==> src/rtl/lcd_timing_pkg.sv <==
// Default 800x480 panel timing, derived totals and sync windows, and the blank colour.
package lcd_timing_pkg;

    localparam int unsigned H_ACTIVE_DEF   = 800;
    localparam int unsigned H_FRONT_DEF    = 210;
    localparam int unsigned H_SYNC_DEF     = 1;
    localparam int unsigned H_BACK_DEF     = 45;
    localparam int unsigned V_ACTIVE_DEF   = 480;
    localparam int unsigned V_FRONT_DEF    = 22;
    localparam int unsigned V_SYNC_DEF     = 1;
    localparam int unsigned V_BACK_DEF     = 22;
    localparam int unsigned PIPE_DELAY_DEF = 3;

    localparam int unsigned H_TOTAL_DEF  = H_ACTIVE_DEF + H_FRONT_DEF + H_SYNC_DEF + H_BACK_DEF;
    localparam int unsigned V_TOTAL_DEF  = V_ACTIVE_DEF + V_FRONT_DEF + V_SYNC_DEF + V_BACK_DEF;
    localparam int unsigned HS_START_DEF = H_ACTIVE_DEF + H_FRONT_DEF;
    localparam int unsigned HS_END_DEF   = HS_START_DEF + H_SYNC_DEF;
    localparam int unsigned VS_START_DEF = V_ACTIVE_DEF + V_FRONT_DEF;
    localparam int unsigned VS_END_DEF   = VS_START_DEF + V_SYNC_DEF;

    localparam logic [23:0] BLANK_RGB = 24'h0;

    // Timing sums are carried as 12-bit constants before narrowing to counter width.
    function automatic logic [11:0] sum12(input int unsigned a, input int unsigned b);
        return 12'(a + b);
    endfunction

endpackage

==> src/rtl/sync_delay_line.sv <==
// Depth x width shift register with a synchronous reset-to-value, shifted every clk.
module sync_delay_line #(
    parameter int unsigned Depth = 3,
    parameter int unsigned Width = 3
) (
    input  logic             clk,
    input  logic             reset,
    input  logic [Width-1:0] rst_val,
    input  logic [Width-1:0] d,
    output logic [Width-1:0] q
);

    logic [Width-1:0] stage_q [Depth];

    always_ff @(posedge clk) begin
        if (reset) begin
            for (int i = 0; i < Depth; i++) begin
                stage_q[i] <= rst_val;
            end
        end else begin
            stage_q[0] <= d;
            for (int i = 1; i < Depth; i++) begin
                stage_q[i] <= stage_q[i-1];
            end
        end
    end

    assign q = stage_q[Depth-1];

endmodule

==> src/rtl/lcd_timing_gen.sv <==
// LCD scan counters, sync/DE decode delayed to renderer latency, and blanked RGB output.
module lcd_timing_gen
    import lcd_timing_pkg::*;
#(
    parameter int unsigned H_ACTIVE   = H_ACTIVE_DEF,
    parameter int unsigned H_FRONT    = H_FRONT_DEF,
    parameter int unsigned H_SYNC     = H_SYNC_DEF,
    parameter int unsigned H_BACK     = H_BACK_DEF,
    parameter int unsigned V_ACTIVE   = V_ACTIVE_DEF,
    parameter int unsigned V_FRONT    = V_FRONT_DEF,
    parameter int unsigned V_SYNC     = V_SYNC_DEF,
    parameter int unsigned V_BACK     = V_BACK_DEF,
    parameter int unsigned PIPE_DELAY = PIPE_DELAY_DEF
) (
    input  logic        clk,
    input  logic        reset,
    input  logic        pix_en,
    input  logic [23:0] pixel_rgb,
    output logic [10:0] x_cnt,
    output logic [9:0]  y_cnt,
    output logic        frame_start,
    output logic        lcd_hsd,
    output logic        lcd_vsd,
    output logic        lcd_de,
    output logic [23:0] lcd_rgb
);

    localparam logic [11:0] H_ACT    = sum12(H_ACTIVE, 0);
    localparam logic [11:0] HS_START = sum12(H_ACTIVE, H_FRONT);
    localparam logic [11:0] HS_END   = sum12(H_ACTIVE + H_FRONT, H_SYNC);
    localparam logic [11:0] H_LAST   = sum12(H_ACTIVE + H_FRONT + H_SYNC, H_BACK) - 12'd1;
    localparam logic [11:0] V_ACT    = sum12(V_ACTIVE, 0);
    localparam logic [11:0] VS_START = sum12(V_ACTIVE, V_FRONT);
    localparam logic [11:0] VS_END   = sum12(V_ACTIVE + V_FRONT, V_SYNC);
    localparam logic [11:0] V_LAST   = sum12(V_ACTIVE + V_FRONT + V_SYNC, V_BACK) - 12'd1;

    logic       de_raw;
    logic       hs_raw;
    logic       vs_raw;
    logic [2:0] sync_dly;

    always_ff @(posedge clk) begin
        if (reset) begin
            x_cnt       <= '0;
            y_cnt       <= '0;
            frame_start <= 1'b0;
        end else begin
            frame_start <= 1'b0;
            if (pix_en) begin
                if (x_cnt == 11'(H_LAST)) begin
                    x_cnt <= '0;
                    if (y_cnt == 10'(V_LAST)) begin
                        y_cnt       <= '0;
                        frame_start <= 1'b1;
                    end else begin
                        y_cnt <= y_cnt + 10'd1;
                    end
                end else begin
                    x_cnt <= x_cnt + 11'd1;
                end
            end
        end
    end

    always_comb begin
        de_raw = (x_cnt < 11'(H_ACT)) && (y_cnt < 10'(V_ACT));
        hs_raw = !((x_cnt >= 11'(HS_START)) && (x_cnt < 11'(HS_END)));
        vs_raw = !((y_cnt >= 10'(VS_START)) && (y_cnt < 10'(VS_END)));
    end

    sync_delay_line #(
        .Depth(PIPE_DELAY),
        .Width(3)
    ) u_sync_delay_line (
        .clk    (clk),
        .reset  (reset),
        .rst_val(3'b110),
        .d      ({hs_raw, vs_raw, de_raw}),
        .q      (sync_dly)
    );

    // The extra output register matches the renderer's registered colour output.
    always_ff @(posedge clk) begin
        if (reset) begin
            lcd_hsd <= 1'b1;
            lcd_vsd <= 1'b1;
            lcd_de  <= 1'b0;
            lcd_rgb <= BLANK_RGB;
        end else begin
            lcd_hsd <= sync_dly[2];
            lcd_vsd <= sync_dly[1];
            lcd_de  <= sync_dly[0];
            lcd_rgb <= sync_dly[0] ? pixel_rgb : BLANK_RGB;
        end
    end

endmodule

==> config.mk <==
export PLATFORM = sky130hd
export DESIGN_NAME = lcd_timing_gen
export DESIGN_NICKNAME = d
export VERILOG_FILES = /design/src/rtl/lcd_timing_pkg.sv /design/src/rtl/sync_delay_line.sv /design/src/rtl/lcd_timing_gen.sv
export SDC_FILE = /design/constraint.sdc
export NUM_CORES = 1
export LEC_CHECK = 0
export CORE_MARGIN = 1.5
export CORE_UTILIZATION = 39
export CTS_CLUSTER_SIZE = 14
export DETAILED_ROUTE_END_ITERATION = 16
export GPL_TIMING_DRIVEN = 0
export MAX_ROUTING_LAYER = met4
export PLACE_DENSITY = 0.75
export SYNTH_ARGS = -nofsm -noshare
export SYNTH_HDL_FRONTEND = slang
export SYNTH_SLANG_ARGS = --single-unit
==> constraint.sdc <==
create_clock -name clk -period 1.7 [get_ports clk]
set_clock_uncertainty 0.2 [all_clocks]
set_input_delay 0.34 -clock clk [delete_from_list [all_inputs] [get_ports clk]]
set_output_delay 0.34 -clock clk [all_outputs]
set_load 0.005 [all_outputs]
Word level (Yosys, flattened, before mapping). Memory sizes are Yosys's and may differ from the RTL's. Cells that the tools add are included.

Memory bits (read-only): 0. Memories: 1. Register bits after elaboration: 49. Input bits: 27. Bits in writable memories: 9. Latch bits: 0.

Shift-type cells: 0. Multiply operators: 0. Div/mod/pow operators: 0. Mux-type cells: 9. $add $sub $neg: 2. Equal/unequal tests: 2. $lt $le $gt $ge: 6. Reductions and logical operators: 8. Bitwise operators: 6.

Memories: u_sync_delay_line.stage_q (words 3, width 3, rd ports 3, clocked after Yosys merged registers in 0, write ports 3, line sync_delay_line.sv:13) `logic [Width-1:0] stage_q [Depth];`.

Operator list (count): less-than comparator 11 x 10 -> 1 bit, second input constant (2); less-than comparator 10 x 9 -> 1 bit, second input constant (2); adder 11 x 1 -> 11 bit, second input constant (1); equality test 11 bit, second input constant (1); greater-or-equal comparator 11 x 10 -> 1 bit, second input constant (1); two-way mux 11 bit (1); adder 10 x 1 -> 10 bit, second input constant (1); equality test 10 bit, second input constant (1); greater-or-equal comparator 10 x 9 -> 1 bit, second input constant (1); two-way mux 10 bit (1); two-way mux 3 bit (3); two-way mux 1 bit (4); logical AND 1 bit (3); NOT 1 bit (3); bitwise OR 1 bit (3); OR reduction 3 bit (1); zero test 1 bit (2); AND reduction 2 bit (1); OR reduction 2 bit (1).

Logic depth before layout (Yosys ltp).
Depth after elaboration: 4. Mapped depth: 6. Depth with buffers taken out: 6.

Modules after synthesis. Synthesis repeated with hierarchy kept, for this count alone.

Cell total of the unflattened synthesis: 221. Area, all modules: 2233.4 µm².

Modules (own cells, without submodules): lcd_timing_gen (area each 1884.3 µm², cells each 199, instances 1, sequential area each 980.9 µm²); sync_delay_line (area each 349.1 µm², cells each 22, instances 1, sequential area each 180.2 µm²).

Least setup slack after synthesis. No wires, ideal clock.

Kind: register to register. From: reg x_cnt[0]. To: reg y_cnt[6]. Buffers on the path: 1. Slack: -142 ps. Setup time: 121 ps. Stages on the path, launching flop included: 7. Arrival time: 1522 ps. Cell sequence: dfxtp_1 > ha_1 > and4_1 > and4_1 > buf_4 > and3_1 > mux2_2.

Word-level cells in the longest chain between the ends: 2.

Ends and longest elaborated chain: start: declaration (line lcd_timing_gen.sv:19) `output logic [10:0] x_cnt,`; start signal: assignment (line lcd_timing_gen.sv:59) `x_cnt <= x_cnt + 11'd1;`; equality test 11 bit (line lcd_timing_gen.sv:50) `if (x_cnt == 11'(H_LAST)) begin`; AND reduction 2 bit (no source line); end signal: assignment (line lcd_timing_gen.sv:56) `y_cnt <= y_cnt + 10'd1;`; end: declaration (line lcd_timing_gen.sv:20) `output logic [9:0] y_cnt,`.

No other way between the ends. A chain may end at the register's enable or synchronous reset.

Final worst setup path.
From: reg y_cnt[0]. To: reg y_cnt[6].

Word-level cells in the longest chain between the ends: 2.

Ends and longest elaborated chain: adder 10 x 1 -> 10 bit / equality test 10 bit (equally long branches) (line lcd_timing_gen.sv:56, lcd_timing_gen.sv:52); two-way mux 10 bit (*) (line lcd_timing_gen.sv:52) `if (y_cnt == 10'(V_LAST)) begin`.

Every way passes the cells marked *; elsewhere a longest branch is shown, timed or not.

==> impl_metrics.ini <==
[status]
status = finished, violations left
violations = negative setup slack

[sta]
max_slew_margin_pct = 63.83
setup_viol = 2
fmax_mhz = 571.7
drv_slew = 0
fin_crit_sh_pct = 102.9
hold_viol_final = 0
rsz0062_at_grt = yes
worst_slack_ps = -49.19
tightestPinTransition_ps = 542.5
fin_crit_ps = 1749

[worst_hold_path]
hold_path.class = flop to flop
whs_endpoint = u_sync_delay_line.stage_q[0][5]
hp-start = u_sync_delay_line.stage_q[0][2]
hold_path_depth = 1

[clock_network]
cts.clk_slew.worst_paths_ps = 60
htreeDepth = 3
tritoncts = built
clk_latency_ps = 330
cts_buffers = 9
cts_root_buf = clkbuf_8
cts_hold_buf = 0
cts.path.max_buffers = 2
clock_sinks = 58

[yosys]
synth_area_leaders = dfxtp_1, and2_1, xnor2_1
synth_edf_count = 0
synthXorXnorAreaFrac_pct = 4.689
synth-async-reset-ratio_pct = 0
ys_warn_count = 0
synth_area_mm2 = 0.002054
syn_nets = 233
post_synth_mux_area_share_pct = 1.035
synth_top_area_share_pct = 56.52
ys_types = 36
synth_top_family_by_area = simple AND/OR/NAND/NOR gates
ys_seq_area_share_pct = 56.52
syn_inst = 203
yosys.area_share.adder_pct = 1.827
avgSynthCellArea_um2 = 10.12
synth-compound-area-share_pct = 6.273
synth-simple-area-share_pct = 26.55
synthFlopType = dfxtp_1
synth-seq-cells = 58
synth.largest_area_cell = dfxtp_1

[critical_path]
reg2reg_depth = 6
worst-path-max-fanout = 5
cp.arrival_ps = 1760
cp.required_ps = 1720
timing.rr.start = y_cnt[0]
path_class = flop to flop
crit_path_end_kind = flop
start_kind = flop
r2r_end = y_cnt[6]
r2r_setup_slack_ps = -50

[finish]
final_common_cell = dfxtp_1
fin_cells = 390
drive_gt1_share_pct = 28.13
num_antenna_cells = 0
nFillCells = 422
final_cell_mix = dfxtp_1, dlymetal6s2s_1, clkdlybuf4s50_1
areaGrowthSynthToFinish_pct = 71.25
final_nets = 346

[routing]
drtAntennaViolNets = 0
drc = 0
drtIter0Drc = 90
wl_per_cell_um = 13.66
via_per_inst = 4.826
dr.pass1.iters = 6
via_count = 1882
routed_wl_um = 5326

[global_routing]
grt_pass1_vias = 1677
gr-total-overflow = 0
globalRouteTotalUtil_pct = 19.03
antenna_found_initial = 0
grt_max_degree = 11
grt_first_pass_wirelength_um = 7659

[power_and_ir_drop]
total_power_mw = 2.801
power_density_mw_per_mm2 = 796.1
peakVddDrop_uv = 490.8
p_leak_nw = 1.845

[run]
max_cap_viol_count = 0

[place]
gp_congestion = 0.8726
hpwlAfterDp_um = 3128
placed_cells = 347
port_buffers = 74

[floorplan]
fp.dieArea_mm2 = 0.005712
start_util_pct = 40.23
std_cell_rows = 26
die_w_um = 75.58
fp.coreArea_mm2 = 0.005107
dieHeight_um = 75.58
pin_count = 76
[worst max-delay path, stage by stage, from the launching register on]
cell and delay, ps:
dfxtp_4 360, inv_4 60, ha_4 120, and4bb_2 280, a41oi_4 160, and3_1 190
mux2_2 260
[metal layers]
layer	wire length, um	track usage [%]	vias up
met4	95	11.11	0
met1	2260	22.24	877
met3	383	4.894	12
met5	0	-	-
met2	2586	29.53	74
li1	-	-	919
[power breakdown]
group          leakage (nW)  internal [mW]  switching, mW  total, mW
sequential            0.484           1.36         0.0128       1.38
combinational          1.26          0.117         0.0708      0.188
clock                 0.104          0.728          0.509       1.24
total                  1.85           2.21          0.593       2.80
[kinds of logic (layout without fill, tap and decap cells)]
family,count (synthesis),in the layout
mux,2,2
buf+inv,15,132
fa+ha+maj,3,3
compound gates,18,18
flops,58,58
xor+xnor,11,11
simple gates,96,96
[final cells by class]
cell class                 count  area [um2]  share of cell area [%]
tap                           70       87.58                   2.489
sequential                    58        1226                   34.85
clock buffer                  14       193.9                   5.512
buffer                         7       42.54                   1.209
inverter                       8       35.03                  0.9957
timing repair buffer         102        1012                   28.77
clock inverter                 1       5.005                  0.1422
multi-input combinational    130       915.9                   26.03
[stage by stage]
step / TNS [ps] / utilization [%] / setup WS [ps] / cell area [um2] / hold slack, ps
after detailed placement: -14170 / 57.20 / -714.3 / 2922 / 193.2
after floorplan: 0 / - / 16.03 / 2093 / 189.5
after global routing: -315.5 / 68.89 / -87.07 / 3518 / 219.0
final: -53.89 / 68.89 / -49.19 / 3518 / 207.3
after global placement: -12720 / 57.20 / -691.1 / 2922 / 191.4
after CTS: -215.3 / 65.16 / -58.79 / 3328 / 207.5
[sequential cells by signal, indices dropped and copies added (netlist names)]
register                   flops
lcd_vsd                        1
u_sync_delay_line.stage_q      9
x_cnt                         11
y_cnt                         10
frame_start                    1
lcd_hsd                        1
lcd_rgb                       24
lcd_de                         1
[how the worst max path moves through the flow]
| stage | from | end | slack, ps |
|---|---|---|---|
| global route | y_cnt[0] | y_cnt[6] | -90 |
| CTS | y_cnt[0] | y_cnt[6] | -60 |
| detailed placement | pix_en | x_cnt[0] | -710 |
| floorplan | y_cnt[1] | y_cnt[4] | 20 |
| global placement | pix_en | x_cnt[9] | -690 |
| finish | y_cnt[0] | y_cnt[6] | -50 |
[what timing repair did]
| action | CTS | global route |
|---|---|---|
| pin swaps | 11 | 5 |
| cloned | 0 | 1 |
| buffers inserted | 20 | 7 |
| endpoints found under the setup margin | 41 | 48 |
| gates resized for setup | 61 | 40 |
[synthesized netlist by cell type, drive strengths merged, types with 2 or more instances]
master  count
dfxtp      58
and2       24
nand2      14
nor2       13
inv         8
nor3        8
xnor2       8
nand3       7
nand4       7
or2         6
clkbuf      5
a31oi       4
a21oi       3
ha          3
nor2b       3
nor4        3
o211ai      3
o31ai       3
xor2        3
and3        2
and4        2
buf         2
nand3b      2
o22ai       2
or3         2
No activity file was read; power rests on OpenSTA's default activity.
